===== config.mk =====
export PLATFORM = sky130hd
export DESIGN_NAME = fir_out_quantizer
export DESIGN_NICKNAME = d
export VERILOG_FILES = /design/src/rtl/pak_dsp_pkg.sv /design/src/rtl/skid_buffer.sv /design/src/rtl/fir_out_quantizer.sv
export SDC_FILE = /design/constraint.sdc
export NUM_CORES = 1
export LEC_CHECK = 0
export CORE_MARGIN = 3
export CORE_UTILIZATION = 25
export CTS_BUF_LIST = sky130_fd_sc_hd__clkbuf_4
export CTS_CLUSTER_DIAMETER = 120
export DETAILED_ROUTE_END_ITERATION = 16
export PLACE_DENSITY_LB_ADDON = 0.15
export SLEW_MARGIN = 20
export SYNTH_ARGS = -nofsm -noshare
export SYNTH_HDL_FRONTEND = slang
export SYNTH_SLANG_ARGS = --single-unit
export TNS_END_PERCENT = 5

===== constraint.sdc =====
create_clock -name clk -period 6 [get_ports clk]
set_input_delay 1.8 -clock clk [delete_from_list [all_inputs] [get_ports clk]]
set_output_delay 1.8 -clock clk [all_outputs]
set_load 0.01 [all_outputs]

===== src/rtl/pak_dsp_pkg.sv =====
// Shared DSP constants: default FIR datapath widths and output saturation limits.
package pak_dsp_pkg;

  localparam int FIR_TAPS        = 29;
  localparam int SAMPLE_W        = 16;
  localparam int DEF_IN_WIDTH    = 2*SAMPLE_W + $clog2(FIR_TAPS);
  localparam int DEF_OUT_WIDTH   = 16;
  localparam int DEF_SHIFT_WIDTH = 5;
  localparam int DEF_SAT_MAX     = 32767;
  localparam int DEF_SAT_MIN     = -32768;
  localparam int SAT_CNT_W       = 16;

  // Two's-complement range limits for a w-bit signed result.
  function automatic int sat_hi(input int w);
    return (1 <<< (w-1)) - 1;
  endfunction

  function automatic int sat_lo(input int w);
    return -(1 <<< (w-1));
  endfunction

endpackage


===== src/rtl/skid_buffer.sv =====
// Two-entry elastic buffer (main + skid) with a registered upstream ready.
module skid_buffer #(
  parameter int W = 16
) (
  input  logic         clk,
  input  logic         arst,
  input  logic [W-1:0] in_data,
  input  logic         in_valid,
  output logic         in_ready,
  output logic [W-1:0] out_data,
  output logic         out_valid,
  input  logic         out_ready
);

  logic         m_vld, s_vld, rdy_q, s_vld_nxt;
  logic [W-1:0] m_data, s_data;
  logic         in_fire, m_open;

  assign in_fire   = in_valid & rdy_q;
  assign m_open    = ~m_vld | out_ready;
  // Skid only stays/becomes occupied while the main entry is stalled.
  assign s_vld_nxt = ~m_open & (s_vld | in_fire);

  always_ff @(posedge clk or posedge arst) begin
    if (arst) begin
      m_vld  <= 1'b0;
      s_vld  <= 1'b0;
      rdy_q  <= 1'b0;
      m_data <= '0;
      s_data <= '0;
    end else begin
      rdy_q <= ~s_vld_nxt;
      s_vld <= s_vld_nxt;
      if (m_open) begin
        if (s_vld) begin
          m_data <= s_data;
          m_vld  <= 1'b1;
        end else if (in_fire) begin
          m_data <= in_data;
          m_vld  <= 1'b1;
        end else begin
          m_vld  <= 1'b0;
        end
      end else if (in_fire) begin
        s_data <= in_data;
      end
    end
  end

  assign in_ready  = rdy_q;
  assign out_data  = m_data;
  assign out_valid = m_vld;

endmodule


===== src/rtl/fir_out_quantizer.sv =====
// Rounds (half-up), right-shifts and saturates a wide FIR result to an output sample.
module fir_out_quantizer
  import pak_dsp_pkg::*;
#(
  parameter int IN_WIDTH    = DEF_IN_WIDTH,
  parameter int OUT_WIDTH   = DEF_OUT_WIDTH,
  parameter int SHIFT_WIDTH = DEF_SHIFT_WIDTH
) (
  input  logic                        clk,
  input  logic                        arst,
  input  logic [SHIFT_WIDTH-1:0]      shift,
  input  logic                        sat_clr,
  input  logic signed [IN_WIDTH-1:0]  src_data_in,
  input  logic                        src_valid_in,
  output logic                        src_ready_out,
  output logic signed [OUT_WIDTH-1:0] dst_data_out,
  output logic                        dst_valid_out,
  input  logic                        dst_ready_in,
  output logic [SAT_CNT_W-1:0]        sat_count,
  output logic                        sat_flag
);

  localparam logic signed [IN_WIDTH:0] SAT_HI = (IN_WIDTH+1)'(sat_hi(OUT_WIDTH));
  localparam logic signed [IN_WIDTH:0] SAT_LO = (IN_WIDTH+1)'(sat_lo(OUT_WIDTH));

  logic signed [IN_WIDTH:0]  ext, rnd, sum, shd;
  logic                      is_hi, is_lo, in_fire;
  logic [OUT_WIDTH-1:0]      q, buf_out;

  // One extra bit of headroom so the rounding add cannot overflow.
  always_comb begin
    ext   = {src_data_in[IN_WIDTH-1], src_data_in};
    rnd   = (shift == '0) ? '0 : ({{IN_WIDTH{1'b0}}, 1'b1} << (shift - 1'b1));
    sum   = ext + rnd;
    shd   = sum >>> shift;
    is_hi = shd > SAT_HI;
    is_lo = shd < SAT_LO;
    if (is_hi)      q = SAT_HI[OUT_WIDTH-1:0];
    else if (is_lo) q = SAT_LO[OUT_WIDTH-1:0];
    else            q = shd[OUT_WIDTH-1:0];
  end

  assign in_fire = src_valid_in & src_ready_out;

  skid_buffer #(.W(OUT_WIDTH)) u_skid (
    .clk       (clk),
    .arst      (arst),
    .in_data   (q),
    .in_valid  (src_valid_in),
    .in_ready  (src_ready_out),
    .out_data  (buf_out),
    .out_valid (dst_valid_out),
    .out_ready (dst_ready_in)
  );

  assign dst_data_out = buf_out;

  // Clear beats a coincident saturation; the counter sticks at all-ones.
  always_ff @(posedge clk or posedge arst) begin
    if (arst) begin
      sat_count <= '0;
      sat_flag  <= 1'b0;
    end else if (sat_clr) begin
      sat_count <= '0;
      sat_flag  <= 1'b0;
    end else if (in_fire && (is_hi || is_lo)) begin
      sat_flag <= 1'b1;
      if (sat_count != '1) sat_count <= sat_count + 1'b1;
    end
  end

endmodule


Word level (Yosys, flattened, before mapping)
Cells that the tools add are included.
{ "totals": {"register_bits": 52, "latch_bits": 0, "ramBits": 0, "rom_bits": 0, "inputBits": 47, "output_inout_bits": 35, "word_cells": 43, "mem_count": 0} }
{ "op_classes": {"add_sub_neg": 3, "mul": 0, "div": 0, "order_cmp": 2, "n_eq_ne": 1, "n_shift": 2, "muxes": 12, "n_bitwise": 7, "n_reduce_logical": 9} }
{ "op_table": {"columns": ["op", "count"], "rows": [
  ["two-way mux 16 bit", 7],
  ["adder 37 x 38 -> 38 bit", 1],
  ["greater-than comparator 38 x 16 -> 1 bit (second input constant)", 1],
  ["< comparator 38 x 16 -> 1 bit (second input constant)", 1],
  ["two-way mux 38 bit", 1],
  ["<< shifter 1 x 5 -> 38 bit (first input constant)", 1],
  [">>> shifter 38 x 5 -> 38 bit", 1],
  ["adder 16 x 1 -> 16 bit (second input constant)", 1],
  ["!= test 16 bit (second input constant)", 1],
  ["AND reduction 2 bit", 3],
  ["nonzero test 2 bit", 3],
  ["logical NOT 5 bit", 1],
  ["subtractor 5 x 1 -> 5 bit (second input constant)", 1],
  ["two-way mux 1 bit", 4],
  ["inverter 1 bit", 3],
  ["AND 1 bit", 2],
  ["bitwise OR 1 bit", 2],
  ["logical AND 1 bit", 1],
  ["logical OR 1 bit", 1]
]} }

Longest topological paths before layout
Gate-level depths: netlist of run 1.
{ "depth": {"word_depth": 10, "mapped_depth": 25, "mapped_depth_nobuf": 19} }

By module
Synthesis of run 1 repeated with hierarchy kept, for this count alone.
{ "unflattened": {"hier_cells": 1076, "area_unflattened_um2": 8132.8} }
{ "modules_own_cells": {"columns": ["mod", "instances", "cells_per_inst", "area_each_um2", "seq_area_each_um2"], "rows": [
  ["fir_out_quantizer", 1, 980, 6521.3, 425.4],
  ["skid_buffer", 1, 96, 1611.5, 875.8]
]} }

Worst setup path before layout of run 1
No wires, ideal clock.
{ "synth_path": {"kind": "input-to-reg", "from": "in shift[0]", "to": "reg sat_count[0]", "setup_ps": 125, "t_arrival_ps": 6803, "t_required_ps": 5875, "setup_slack_ps": -928, "cell_stages": 22, "path_buffers": 6, "cell_sequence": "clkbuf_1 -> buf_1 -> clkbuf_1 -> buf_1 -> nor3_1 -> ha_1 -> buf_2 -> a21oi_1 -> o221ai_2 -> a31oi_2 -> a31oi_2 -> or3_1 -> a21oi_1 -> nor2_1 -> a31o_1 -> or3b_1 -> nor4_1 -> nand3_1 -> or2_1 -> buf_6 -> and3_4 -> mux2_4"} }
{ "synth_via": {"elab_chain_cells": 10, "elab_cells_between_ends": 12, "cone_classes": "add/sub: 2; order compare: 2; shift: 2; mux: 1; reduce/logical: 5"} }
{ "synth_lines": {"columns": ["item", "line", "rtl"], "rows": [
  ["from (decl)", "fir_out_quantizer.sv:11", "input logic [SHIFT_WIDTH-1:0] shift,"],
  ["subtractor 5 x 1 -> 5 bit", "fir_out_quantizer.sv:33", "rnd = (shift == '0) ? '0 : ({{IN_WIDTH{1'b0}}, 1'b1} << (shift - 1'b1));"],
  ["<< shifter 1 x 5 -> 38 bit", "fir_out_quantizer.sv:33", null],
  ["two-way mux 38 bit", "fir_out_quantizer.sv:33", null],
  ["adder 37 x 38 -> 38 bit", "fir_out_quantizer.sv:34", "sum = ext + rnd;"],
  [">>> shifter 38 x 5 -> 38 bit *", "fir_out_quantizer.sv:35", "shd = sum >>> shift;"],
  ["greater-than comparator 38 x 16 -> 1 bit or < comparator 38 x 16 -> 1 bit (tied branches)", "fir_out_quantizer.sv:36, fir_out_quantizer.sv:37", null],
  ["logical OR 1 bit *", "fir_out_quantizer.sv:66", "end else if (in_fire && (is_hi || is_lo)) begin"],
  ["logical AND 1 bit *", "fir_out_quantizer.sv:66", null],
  ["nonzero test 2 bit (no source line) *", null, null],
  ["AND reduction 2 bit (no source line) *", null, null],
  ["to (signal assigned)", "fir_out_quantizer.sv:68", "if (sat_count != '1) sat_count <= sat_count + 1'b1;"],
  ["to (decl)", "fir_out_quantizer.sv:19", "output logic [SAT_CNT_W-1:0] sat_count,"]
]} }
Mark *: on every way between the ends. The rest lies on a longest branch, timed or not.
A chain may end at the register's enable or synchronous reset.

Worst setup path in the final report of run 1
{ "layout_path": {"from": "in shift[2]", "to": "reg sat_count[15]"} }
The elaborated chain is that of the path after synthesis.

==> reports/summary.txt, run 1 <==
Reg2reg end = sat_count[0]
Syn Inst Count = 1,217
Placed Area = 12,500 µm²
Clock-pin slew on the worst setup and hold paths = 0.17 ns
R2R depth = 10
Via count = 11,500
Rows = 67
Die area = 36,700 µm²
Worst slew margin = 0.361
Top-count cell post-synth = nor2_1
DR vias/cell = 5.48
Final core utilization = 0.430
Largest cells by area after synthesis = dfrtp_1 15%, a21oi_1 6.3%, nor2_1 5.8%
GR Util All Layers = 0.220
RSZ-0062 raised after global routing = yes
DR pass1 iterations = 6
Clock Power Share = 0.122
Hold Crit Class = register to register
Pint = 1.04 mW
Fillers = 3,463
CTS buffer count = 5
Max Cap Viol = 0
Wire length on met2 = 18.9 mm
Fin crit period = 6.37 ns
Switching power = 724 µW
Async S/R FF share, synth = 1.00
H-Tree Depth = 2
Post-synthesis cell type count = 102
Setup violations, final = 47
Syn avg cell area = 7.07 µm²
Fraction of layout cells with a size suffix above 1 = 0.419
Worst setup EP type = register
Peak VDD IR = 0.0845 mV
Combinational Power Share = 0.617
Root Driver = clkbuf_4
#FFs+latches synth = 52
Clk_skew = 0.0144 ns
Final Hold Violating Endpoints = 0
Initial antenna violation count = 0
Slew Viols, Final = 0
ANT nets after route = 0
Diode count = 0
Routability Congestion = 0.947
Worst-Skew Late Latency = 0.40 ns
Placement Setup Slack = -1.83 ns
Crit start category = primary input
WL final = 41.6 mm
CP Cell Sequence = buf_8, buf_8, nor2_4, buf_6, nand2_8, nor3_4, ha_4, buf_6, nand4_1, nor2_1, a211o_4, a222oi_1, buf_4, a211o_1, nand2b_4, a311o_1, o31ai_4, or4b_1, o32ai_2, nand3_2, or2_4, buf_6, nand4_1, mux2_4
R2r setup slk = 3.11 ns
Sw frac = 0.410
Sequential area share after synthesis = 0.151
Failing checks = setup timing
Final net count = 1,737
CTS tree = done
TNS Setup = -11.77 ns
Fmax achieved = 157 MHz
HPWL after DPL = 32.6 mm
Die height = 192 µm
Pin count of the biggest net entering global routing = 53
Top sig layer = met4
Synth cell count leaders = 134 x nor2_1, 129 x nand2_1, 108 x a21oi_1, 91 x o21ai_0, 52 x dfrtp_1
Fin area = 14,500 µm²
Post-Syn Nets = 1,298
Reg power frac = 0.261
Design Power = 1.77 mW
WL per Instance = 19.7 µm
Post-Syn Area = 8610 µm²
Cell depth of the worst hold path = 2
Synth Flop Type = dfrtp_1
Hold_ws = 0.501 ns
Status = complete, but fails checks
Post-synth EDFFs = 0
R2r startpoint = sat_count[3]
Worst Max-Slew Pin Slew = 0.957 ns
Iteration-0 DRC Markers = 954
WL met3 = 2.53 mm
Area leader, netlist = dfrtp_1
Port Buf Inserts = 81
Critical path class = primary input to register
Final WS setup = -0.370 ns
CORE AREA = 33,700 µm²
Top cell type's share of synthesized area = 0.151
DRT met1 WL = 19.4 mm
DRC violations left = 0
Slowest CP cell = or4b_1
Ys Warns = 0
Num ports = 82
Area delta synth->final = 68.2%
Post-route non-filler standard cell count = 2,105
Critical path's largest stage delay = 0.52 ns
Crit path max fanout = 6
CTS Sinks = 52
Placed cells = 2,033
Clock Path Buffers = 2
Die Width = 192 µm
PwrDens = 122 nW/µm²
Leakage = 5.96 nW
HP Start = u_skid.s_data[7]
Initial Utilization = 0.255
Worst path most repeated cell = buf_6
First-pass GRT wire length = 64.1 mm
Number of global-route vias before repair = 11,300
CP Data Arrival Time = 6.68 ns
Worst Hold End = u_skid.s_data[7]
Worst endpoint required time = 6.31 ns
Grt ovf = 0
Fin crit share = 1.06
==> cell usage in the layout, fill, tap and decap left out, drive strengths merged, types with 13 or more instances in the layout <==
cell,count
nor2,135
and3,16
dfrtp,52
nand3,29
buf,445
mux2i,43
nand3b,13
ha,33
or3,26
nor3,53
inv,23
o21ai,101
a21oi,110
nor4,15
a211oi,20
clkdlybuf4s50,75
o21a,15
and2,16
nand4,36
nand2,129
o211ai,26
==> critical path: cells and delay by family <==
family	cells	cell delay, ns
buf+inv	6	0.85
mux	1	0.31
fa+ha+maj	1	0.26
simple gates	10	1.82
compound gates	6	1.64
==> state kept, by name (all words and copies together), names as in the netlist <==
signal / cells
sat_count: 16
sat_flag: 1
u_skid.in_ready: 1
u_skid.out_data: 16
u_skid.out_valid: 1
u_skid.s_data: 16
u_skid.s_vld: 1
==> power by group through the flow <==
stage / logic (mW) / registers, mW / clock network (mW)
finish: 1.09 / 0.461 / 0.215
global route: 1.18 / 0.471 / 0.240
CTS: 1.01 / 0.462 / 0.226
detailed placement: 0.941 / 0.470 / 0
global placement: 0.942 / 0.468 / 0
floorplan: 0.471 / 0.474 / 0
==> layout make-up <==
class | count | area, µm² | share of cell area
multi-input cells | 1054 | 8060 | 0.557
repair buffers | 521 | 4370 | 0.302
flip-flops and latches | 52 | 1300 | 0.0899
well taps | 448 | 561 | 0.0387
inverters | 22 | 105 | 0.00726
clock inverters | 3 | 46.3 | 0.00320
clock buffers | 5 | 37.5 | 0.00259
==> how the worst max path moves through the flow <==
stage	startpoint	to	slack, ns	cells past startpoint
5_1_grt	shift[1]	sat_count[14]	-0.44	27
3_3_place_gp	shift[2]	u_skid.out_data[11]	-1.86	23
6_report	shift[2]	sat_count[15]	-0.37	24
3_5_place_dp	shift[2]	u_skid.out_data[8]	-1.83	23
4_1_cts	shift[2]	sat_count[15]	-0.35	25
2_1_floorplan	shift[4]	sat_count[0]	-0.19	21
==> metal layers <==
| metal | GRT usage | up-vias |
|---|---|---|
| met5 | 0 | - |
| met4 | 0.0409 | 0 |
| met3 | 0.0294 | 51 |
| met2 | 0.355 | 354 |
| met1 | 0.314 | 5596 |
| li1 | - | 5537 |
==> timing repair <==
action,in CTS,in global routing
hold buffers,0,0
setup endpoints to repair,47,47
buffers inserted,29,35
pin swaps,58,65
resized for setup,197,133
==> logic make-up after synthesis <==
group,count (synthesis),share of synthesized area
xor gates and xnor gates,22,0.0224
DFF,52,0.151
buffers and inverters,111,0.0551
adders and majority gates,34,0.0503
AOI/OAI and AO/OA,413,0.328
and+or+nand+nor,521,0.304
muxes,63,0.0888
other,1,0.000436
(Power assumes the default switching activity.)
==> run 2: changes to the inputs <==
--- a/config.mk
+++ b/config.mk
@@ -14,5 +14,6 @@
 export SLEW_MARGIN = 20
 export SYNTH_ARGS = -nofsm -noshare
 export SYNTH_HDL_FRONTEND = slang
+export SYNTH_HIERARCHICAL = 1
 export SYNTH_SLANG_ARGS = --single-unit
 export TNS_END_PERCENT = 5
==> run 2 against run 1 <==
Net effect: the run still ends with setup timing left; worst hold slack improved by 0.019 ns; critical endpoint is now u_skid/out_data[12]; fmax fell by 3.0%; combinational power is 4% lower; clock power grew 14%; routed wire length decreased by 16%; non-clock buffer count fell by 78; synthesized cell count decreased by 12%.
==> reports/summary.txt, run 2 <==
PwrDens = 137 nW/µm² (+12%)
Fillers = 3,241 (-6.4%)
Pin count of the biggest net entering global routing = 36 (-32%)
Root Driver = clkbuf_4
RSZ-0062 raised after global routing = yes
Fin crit share = 1.09 (+0.0332)
GR Util All Layers = 0.194 (-0.0251)
Top cell type's share of synthesized area = 0.160 (+0.00886)
CP delay by family, top = compound AO/OA/AOI/OAI gates
Final WS setup = -0.569 ns (-0.199 ns)
Failing checks = setup timing
Routability Congestion = 0.898 (-5.2%)
Iteration-0 DRC Markers = 694 (-27%)
Post-synthesis cell type count = 95 (-6.9%)
Syn Inst Count = 1,076 (-12%)
#FFs+latches synth = 52 (unchanged)
Area delta synth->final = 59.5%
Final Hold Violating Endpoints = 0 (unchanged)
Worst Max-Slew Pin Slew = 0.909 ns (-0.0474 ns)
Fmax achieved = 152 MHz (-3.0%)
Post-route non-filler standard cell count = 1,887 (-10%)
Die height = 186 µm (-2.7%)
CTS buffer count = 5 (unchanged)
Slowest CP cell = or4_4
Final net count = 1,533 (-12%)
CP bufs+invs = 5 (-1)
Clock Power Share = 0.139 (+0.017)
Initial Utilization = 0.256 (+0.000278)
Syn avg cell area = 7.56 µm² (+6.8%)
Via count = 9,933 (-14%)
Num ports = 82 (unchanged)
Multi-input logic area = 7290 µm² (-9.5%)
Fraction of layout cells with a size suffix above 1 = 0.411 (-0.00828)
CTS tree = done
Peak VDD IR = 0.0840 mV (-0.66%)
Placed cells = 1,833 (-9.8%)
Combinational Power Share = 0.591 (-0.026)
Reg power frac = 0.270 (+0.009)
Switching power = 659 µW (-8.9%)
Worst setup EP type = register
Fin crit period = 6.57 ns (+0.199 ns)
Crit path max fanout = 7 (+1)
Sw frac = 0.372 (-0.0376)
Most frequent cells in the layout = 345 x buf_4, 105 x nor2_1, 102 x nand2_1
Post-synth EDFFs = 0 (unchanged)
Synth cell count leaders = 123 x nor2_1, 117 x nand2_1, 94 x a21oi_1, 53 x o21ai_0, 52 x dfrtp_1
DRC violations left = 0 (unchanged)
Clock-pin slew on the worst setup and hold paths = 0.15 ns (-0.02 ns)
Setup violations, final = 47 (unchanged)
Worst endpoint required time = 6.29 ns (-0.02 ns)
CORE AREA = 31,800 µm² (-5.6%)
Adder-cell area share of the yosys netlist = 0.0532 (+0.00295)
Commonest non-fill, non-tap cell in the layout = buf_4
Crit start category = primary input
DR pass1 iterations = 5 (-1)
Area leader, netlist = dfrtp_1
WL per Instance = 18.4 µm (-6.8%)
HPWL after DPL = 27.8 mm (-15%)
Hold buffers post-CTS = 0 (unchanged)
First-pass GRT wire length = 55.2 mm (-14%)
H-Tree Depth = 2 (unchanged)
Initial antenna violation count = 0 (unchanged)
Post-Synth Simple-Gate Area = 0.244 (-0.0603)
Post-Syn Area = 8130 µm² (-5.5%)
Max Cap Viol = 0 (unchanged)
ANT nets after route = 0 (unchanged)
Main combinational cell family by area after synthesis = compound AO/OA/AOI/OAI gates
Critical path's largest stage delay = 0.55 ns (+0.03 ns)
Hold Crit Class = register to register
Die Width = 186 µm (-2.7%)
Port Buf Inserts = 81 (unchanged)
FF/Latch Area = 1300 µm² (unchanged)
Critical path class = primary input to register
Sequential area share after synthesis = 0.160 (+0.00886)
Diode count = 0 (unchanged)
Ys Warns = 6 (+6)
Worst-Skew Late Latency = 0.39 ns (about the same)
Largest cells by area after synthesis = dfrtp_1 16%, a21oi_1 5.8%, nor2_1 5.7%
Synth Flop Type = dfrtp_1
Worst slew margin = 0.394 (+0.0331)
DR vias/cell = 5.26 (-4.0%)
Post-synthesis compound-gate area fraction = 0.301 (-0.0266)
CTS Sinks = 52 (unchanged)
Clock Path Buffers = 2 (unchanged)
Rows = 65 (-3.0%)
Die area = 34,700 µm² (-5.4%)
Placed Area = 11,800 µm² (-5.8%)
Post-synthesis xor/xnor area fraction = 0.0302 (+0.00777)
Clk_skew = 0.0159 ns (+0.00141 ns)
WL final = 34.7 mm (-16%)
CP Data Arrival Time = 6.86 ns (+0.18 ns)
Post-Syn Nets = 1,157 (-11%)
Leakage = 5.45 nW (-8.5%)
Grt ovf = 0 (unchanged)
Number of global-route vias before repair = 9,909 (-13%)
Fin area = 13,000 µm² (-10%)
Mux share of post-synthesis cell area = 0.162 (+0.0729)
Top-count cell post-synth = nor2_1
Final core utilization = 0.408 (-0.0216)
Pint = 1.11 mW (+6.8%)
Design Power = 1.77 mW (+0.36%)
Status = complete, but fails checks
Slew Viols, Final = 0 (unchanged)
Async S/R FF share, synth = 1.00 (unchanged)
CP Cell Sequence = clkdlybuf4s50_1, ha_2, fa_2, a21o_1, a221oi_4, buf_6, o32a_4, buf_4, nand2_2, a21oi_4, buf_4, xor2_1, mux4_2, a41o_1, a31oi_4, o32a_1, or4_4, o31ai_4, buf_6, nand2_1, mux2_2, mux2_2
## run 2: metal layers
layer,GRT usage,vias up,wire length (µm)
met1,0.268,4777,16100
met3,0.0272,52,1770
met2,0.325,270,16200
li1,-,4834,-
met5,0,-,0
met4,0.0410,0,671
## run 2: final timing paths
path,startpoint,endpoint,slack [ns],cells past startpoint
setup / recovery,src_data_in[0],u_skid/out_data[12],-0.57,22
hold / removal,u_skid/s_data[15],u_skid/s_data[15],0.52,1
setup reg to reg,sat_count[6],sat_count[8],3.48,10
hold reg to reg,u_skid/s_data[15],u_skid/s_data[15],0.52,1
max in group asynchronous,arst,sat_count[13],3.73,2
min in group asynchronous,arst,u_skid/out_data[5],1.81,3
## run 2: kinds of logic (layout without fill, tap and decap cells)
logic type / count (synthesis) / after routing
buffers and inverters: 94 / 470
multiplexers: 109 / 109
AND/OR/NAND/NOR: 410 / 410
other: 1 / 1
flip-flops: 52 / 52
AO/OA/AOI/OAI: 348 / 348
adder cells (fa/ha/maj): 34 / 34
XOR/XNOR: 28 / 28
## run 2: area by class of cell
class | count | share of cell area
well taps | 435 | 0.0420
inverters | 20 | 0.00752
repair buffers | 443 | 0.281
clock inverters | 2 | 0.00463
flip-flops and latches | 52 | 0.100
clock buffers | 5 | 0.00289
multi-input cells | 930 | 0.562
## run 2: power groups by stage
stage / Sequential [mW] / Clock (mW) / Combinational, mW
2_1_floorplan: 0.491 / 0 / 0.517
3_3_place_gp: 0.486 / 0 / 0.969
3_5_place_dp: 0.487 / 0 / 0.969
4_1_cts: 0.480 / 0.258 / 1.03
5_1_grt: 0.491 / 0.269 / 1.13
6_report: 0.479 / 0.246 / 1.05
## run 2: what timing repair did
item                                    in CTS  in global routing
pin swaps                                   64                 20
endpoints found under the setup margin      47                 47
setup buffers                               40                 10
hold endpoints to repair                     0                  0
resized for setup                          144                 50
cloned                                       1                  0
## run 2: through the flow
step           setup WS (ns)  hold WS, ns  TNS [ns]
2_1_floorplan         -0.709        0.474    -24.66
3_3_place_gp           -1.68        0.481    -72.99
3_5_place_dp           -1.74        0.491    -75.12
4_1_cts               -0.575        0.527    -18.73
5_1_grt               -0.736        0.544    -27.57
6_report              -0.569        0.520    -20.13
==> run 3: changes to the inputs <==
--- a/config.mk
+++ b/config.mk
@@ -11,6 +11,7 @@
 export CTS_CLUSTER_DIAMETER = 120
 export DETAILED_ROUTE_END_ITERATION = 16
 export PLACE_DENSITY_LB_ADDON = 0.15
+export SKIP_LAST_GASP = 1
 export SLEW_MARGIN = 20
 export SYNTH_ARGS = -nofsm -noshare
 export SYNTH_HDL_FRONTEND = slang
==> run 3 against run 2 <==
Net effect: the run still ends with setup timing left; clock skew up 0.0027 ns; sequential cell count unchanged; sequential share of layout area down 0.056 points; sequential power about the same; worst hold slack worse by 0.00083 ns; register-to-register slack about the same; critical path type unchanged; worst setup slack worse by 0.069 ns; via count down 0.29%; critical endpoint is now sat_count[7]; largest cell class unchanged; combinational power about the same; highest routed layer unchanged; non-clock buffer count up 7.
==> reports/summary.txt, run 3 (synthesis results as in run 2) <==
DR vias/cell = 5.23 (-0.66%)
R2r startpoint = sat_count[6]
Grt ovf = 0 (unchanged)
Final Hold Violating Endpoints = 0 (unchanged)
Placed Area = 11,800 µm² (unchanged)
CP Data Arrival Time = 6.94 ns (+0.08 ns)
Most frequent cells in the layout = 353 x buf_4, 105 x nor2_1, 99 x nand2_1
Worst Setup SP = shift[0]
Clock Power Share = 0.138 (about the same)
Worst setup EP type = register
Critical path class = primary input to register
Fin crit share = 1.11 (+0.0115)
CORE AREA = 31,800 µm² (unchanged)
GR Util All Layers = 0.194 (about the same)
WL per Instance = 18.4 µm (about the same)
Worst path most repeated cell = buf_4
Clk_skew = 0.0185 ns (+0.00266 ns)
Switching power = 662 µW (+0.33%)
CTS Sinks = 52 (unchanged)
Max Cap Viol = 0 (unchanged)
Fin area = 13,000 µm² (+0.56%)
Die height = 186 µm (unchanged)
HP Start = u_skid/s_data[15]
Clock Path Buffers = 2 (unchanged)
Die Width = 186 µm (unchanged)
Fin crit period = 6.64 ns (+0.0689 ns)
Final core utilization = 0.410 (+0.00228)
GR met2 Demand/Resource = 0.325 (-0.000710)
Hold Crit Class = register to register
Iteration-0 DRC Markers = 656 (-5.5%)
HPWL after DPL = 27.8 mm (unchanged)
Slowest CP cell = mux4_2
Worst-Skew Late Latency = 0.39 ns (about the same)
Failing checks = setup timing
Clock-pin slew on the worst setup and hold paths = 0.15 ns (about the same)
DR pass1 iterations = 7 (+2)
CP Cell Sequence = buf_4, buf_4, nand2_4, buf_4, nor2_1, ha_1, a21oi_1, o21a_1, o221a_2, mux2_2, a31oi_1, nand2_1, mux4_2, buf_4, a211oi_1, buf_4, nor4b_4, a41oi_2, buf_4, o311ai_4, buf_12, buf_4, or4_1, a21oi_1
Number of global-route vias before repair = 9,907 (-0.020%)
Setup violations, final = 47 (unchanged)
Num ports = 82 (unchanged)
Final net count = 1,540 (+0.46%)
Status = complete, but fails checks
Sw frac = 0.372 (about the same)
Initial antenna violation count = 0 (unchanged)
H-Tree Depth = 2 (unchanged)
CTS tree = done
Reg power frac = 0.269 (about the same)
Routability Congestion = 0.898 (unchanged)
Critical path's largest stage delay = 0.55 ns (about the same)
RSZ-0062 raised after global routing = yes
Fraction of layout cells with a size suffix above 1 = 0.415 (+0.00351)
Worst endpoint required time = 6.30 ns (about the same)
First-pass GRT wire length = 55.2 mm (about the same)
Via count = 9,904 (-0.29%)
Final WS setup = -0.638 ns (-0.0689 ns)
Global routing's busiest layer = met2
Crit path max fanout = 9 (+2)
Diode count = 0 (unchanged)
Die area = 34,700 µm² (unchanged)
Placement Setup Slack = -1.74 ns (unchanged)
Crit start category = primary input
Combinational Power Share = 0.593 (+0.002)
Worst Max-Slew Pin Slew = 0.921 ns (+0.0112 ns)
Pint = 1.12 mW (+0.47%)
Initial Utilization = 0.256 (unchanged)
Rows = 65 (unchanged)
TNS Setup = -24.63 ns (-4.50 ns)
ANT nets after route = 0 (unchanged)
Leakage = 5.45 nW (about the same)
Grt met1 use = 0.268 (unchanged)
DRC violations left = 0 (unchanged)
WL final = 34.9 mm (+0.44%)
Worst slew margin = 0.386 (-0.00749)
Slew Viols, Final = 0 (unchanged)
GR Util met3 = 0.0272 (unchanged)
Fmax achieved = 151 MHz (-1.0%)
Peak VDD IR = 0.0828 mV (-1.3%)
PwrDens = 137 nW/µm² (-0.14%)
Area delta synth->final = 60.4%
Root Driver = clkbuf_4
CTS buffer count = 5 (unchanged)
Commonest non-fill, non-tap cell in the layout = buf_4
Pin count of the biggest net entering global routing = 36 (unchanged)
Port Buf Inserts = 81 (unchanged)
Fillers = 3,220 (-0.65%)
==> run 3: cell count changes in the layout (fill, tap and decap cells not counted), moves of 3 or more <==
| cell | previous run | this run |
|---|---|---|
| buf_4 | 345 | 353 |
| buf_6 | 17 | 14 |
| nand2_1 | 102 | 99 |
| nand2_2 | 6 | 11 |
| nand2_4 | 8 | 5 |
| o21ai_1 | 8 | 11 |
| o21ai_2 | 15 | 7 |
| o21ai_4 | 3 | 7 |
==> run 3: worst paths after layout <==
path,cells after the start,slack [ns],end
min in group asynchronous,3,1.81,u_skid/out_data[5]
worst max register to register,10,3.49,sat_count[7]
worst min-delay path,1,0.52,u_skid/s_data[15]
worst max-delay path,24,-0.64,sat_count[7]
worst min register to register,1,0.52,u_skid/s_data[15]
max in group asynchronous,2,3.72,sat_count[13]
==> run 3: through the flow <==
step,power (mW),hold slack [ns],cells
6_report,1.78,0.520,1894
5_1_grt,1.90,0.544,1894
4_1_cts,1.76,0.527,1879
3_5_place_dp,1.46,0.491,1833
3_3_place_gp,1.45,0.481,1833
2_1_floorplan,1.01,0.474,1076
==> run 3: metal layers <==
layer | share of wire | vias to the layer above
met5 | 0 | -
li1 | - | 4838
met4 | 0.020 | 0
met1 | 0.46 | 4778
met3 | 0.046 | 53
met2 | 0.47 | 235
==> run 3: power by group through the flow <==
stage | Sequential [mW] | Combinational (mW) | Clock [mW]
after global placement | 0.486 | 0.969 | 0
after CTS | 0.480 | 1.02 | 0.258
after detailed placement | 0.487 | 0.969 | 0
final | 0.479 | 1.06 | 0.245
after floorplan | 0.491 | 0.517 | 0
after global routing | 0.491 | 1.14 | 0.268
==> run 3: worst max-delay path, delay by kind of cell <==
family,cells,cell delay [ns]
buffers and inverters,8,1.35
AO/OA/AOI/OAI,8,1.73
multiplexers,2,0.89
AND/OR/NAND/NOR,5,0.81
adder cells (fa/ha/maj),1,0.32
==> run 3: layout make-up <==
cell class / instances / area [µm²] / area share
Clock buffer: 5 / 37.5 / 0.00288
Clock inverter: 2 / 60.1 / 0.00460
Inverter: 20 / 100 / 0.00767
Multi-Input combinational cell: 930 / 7300 / 0.560
Sequential cell: 52 / 1300 / 0.0997
Tap cell: 435 / 544 / 0.0417
Timing Repair Buffer: 450 / 3700 / 0.283
==> run 3: repair_timing <==
item | 4_1_cts | 5_1_grt
pin swaps | 64 | 45
setup buffers | 40 | 17
cloned | 1 | 0
setup endpoints to repair | 47 | 47
resized for setup | 135 | 56
hold buffers | 0 | 0
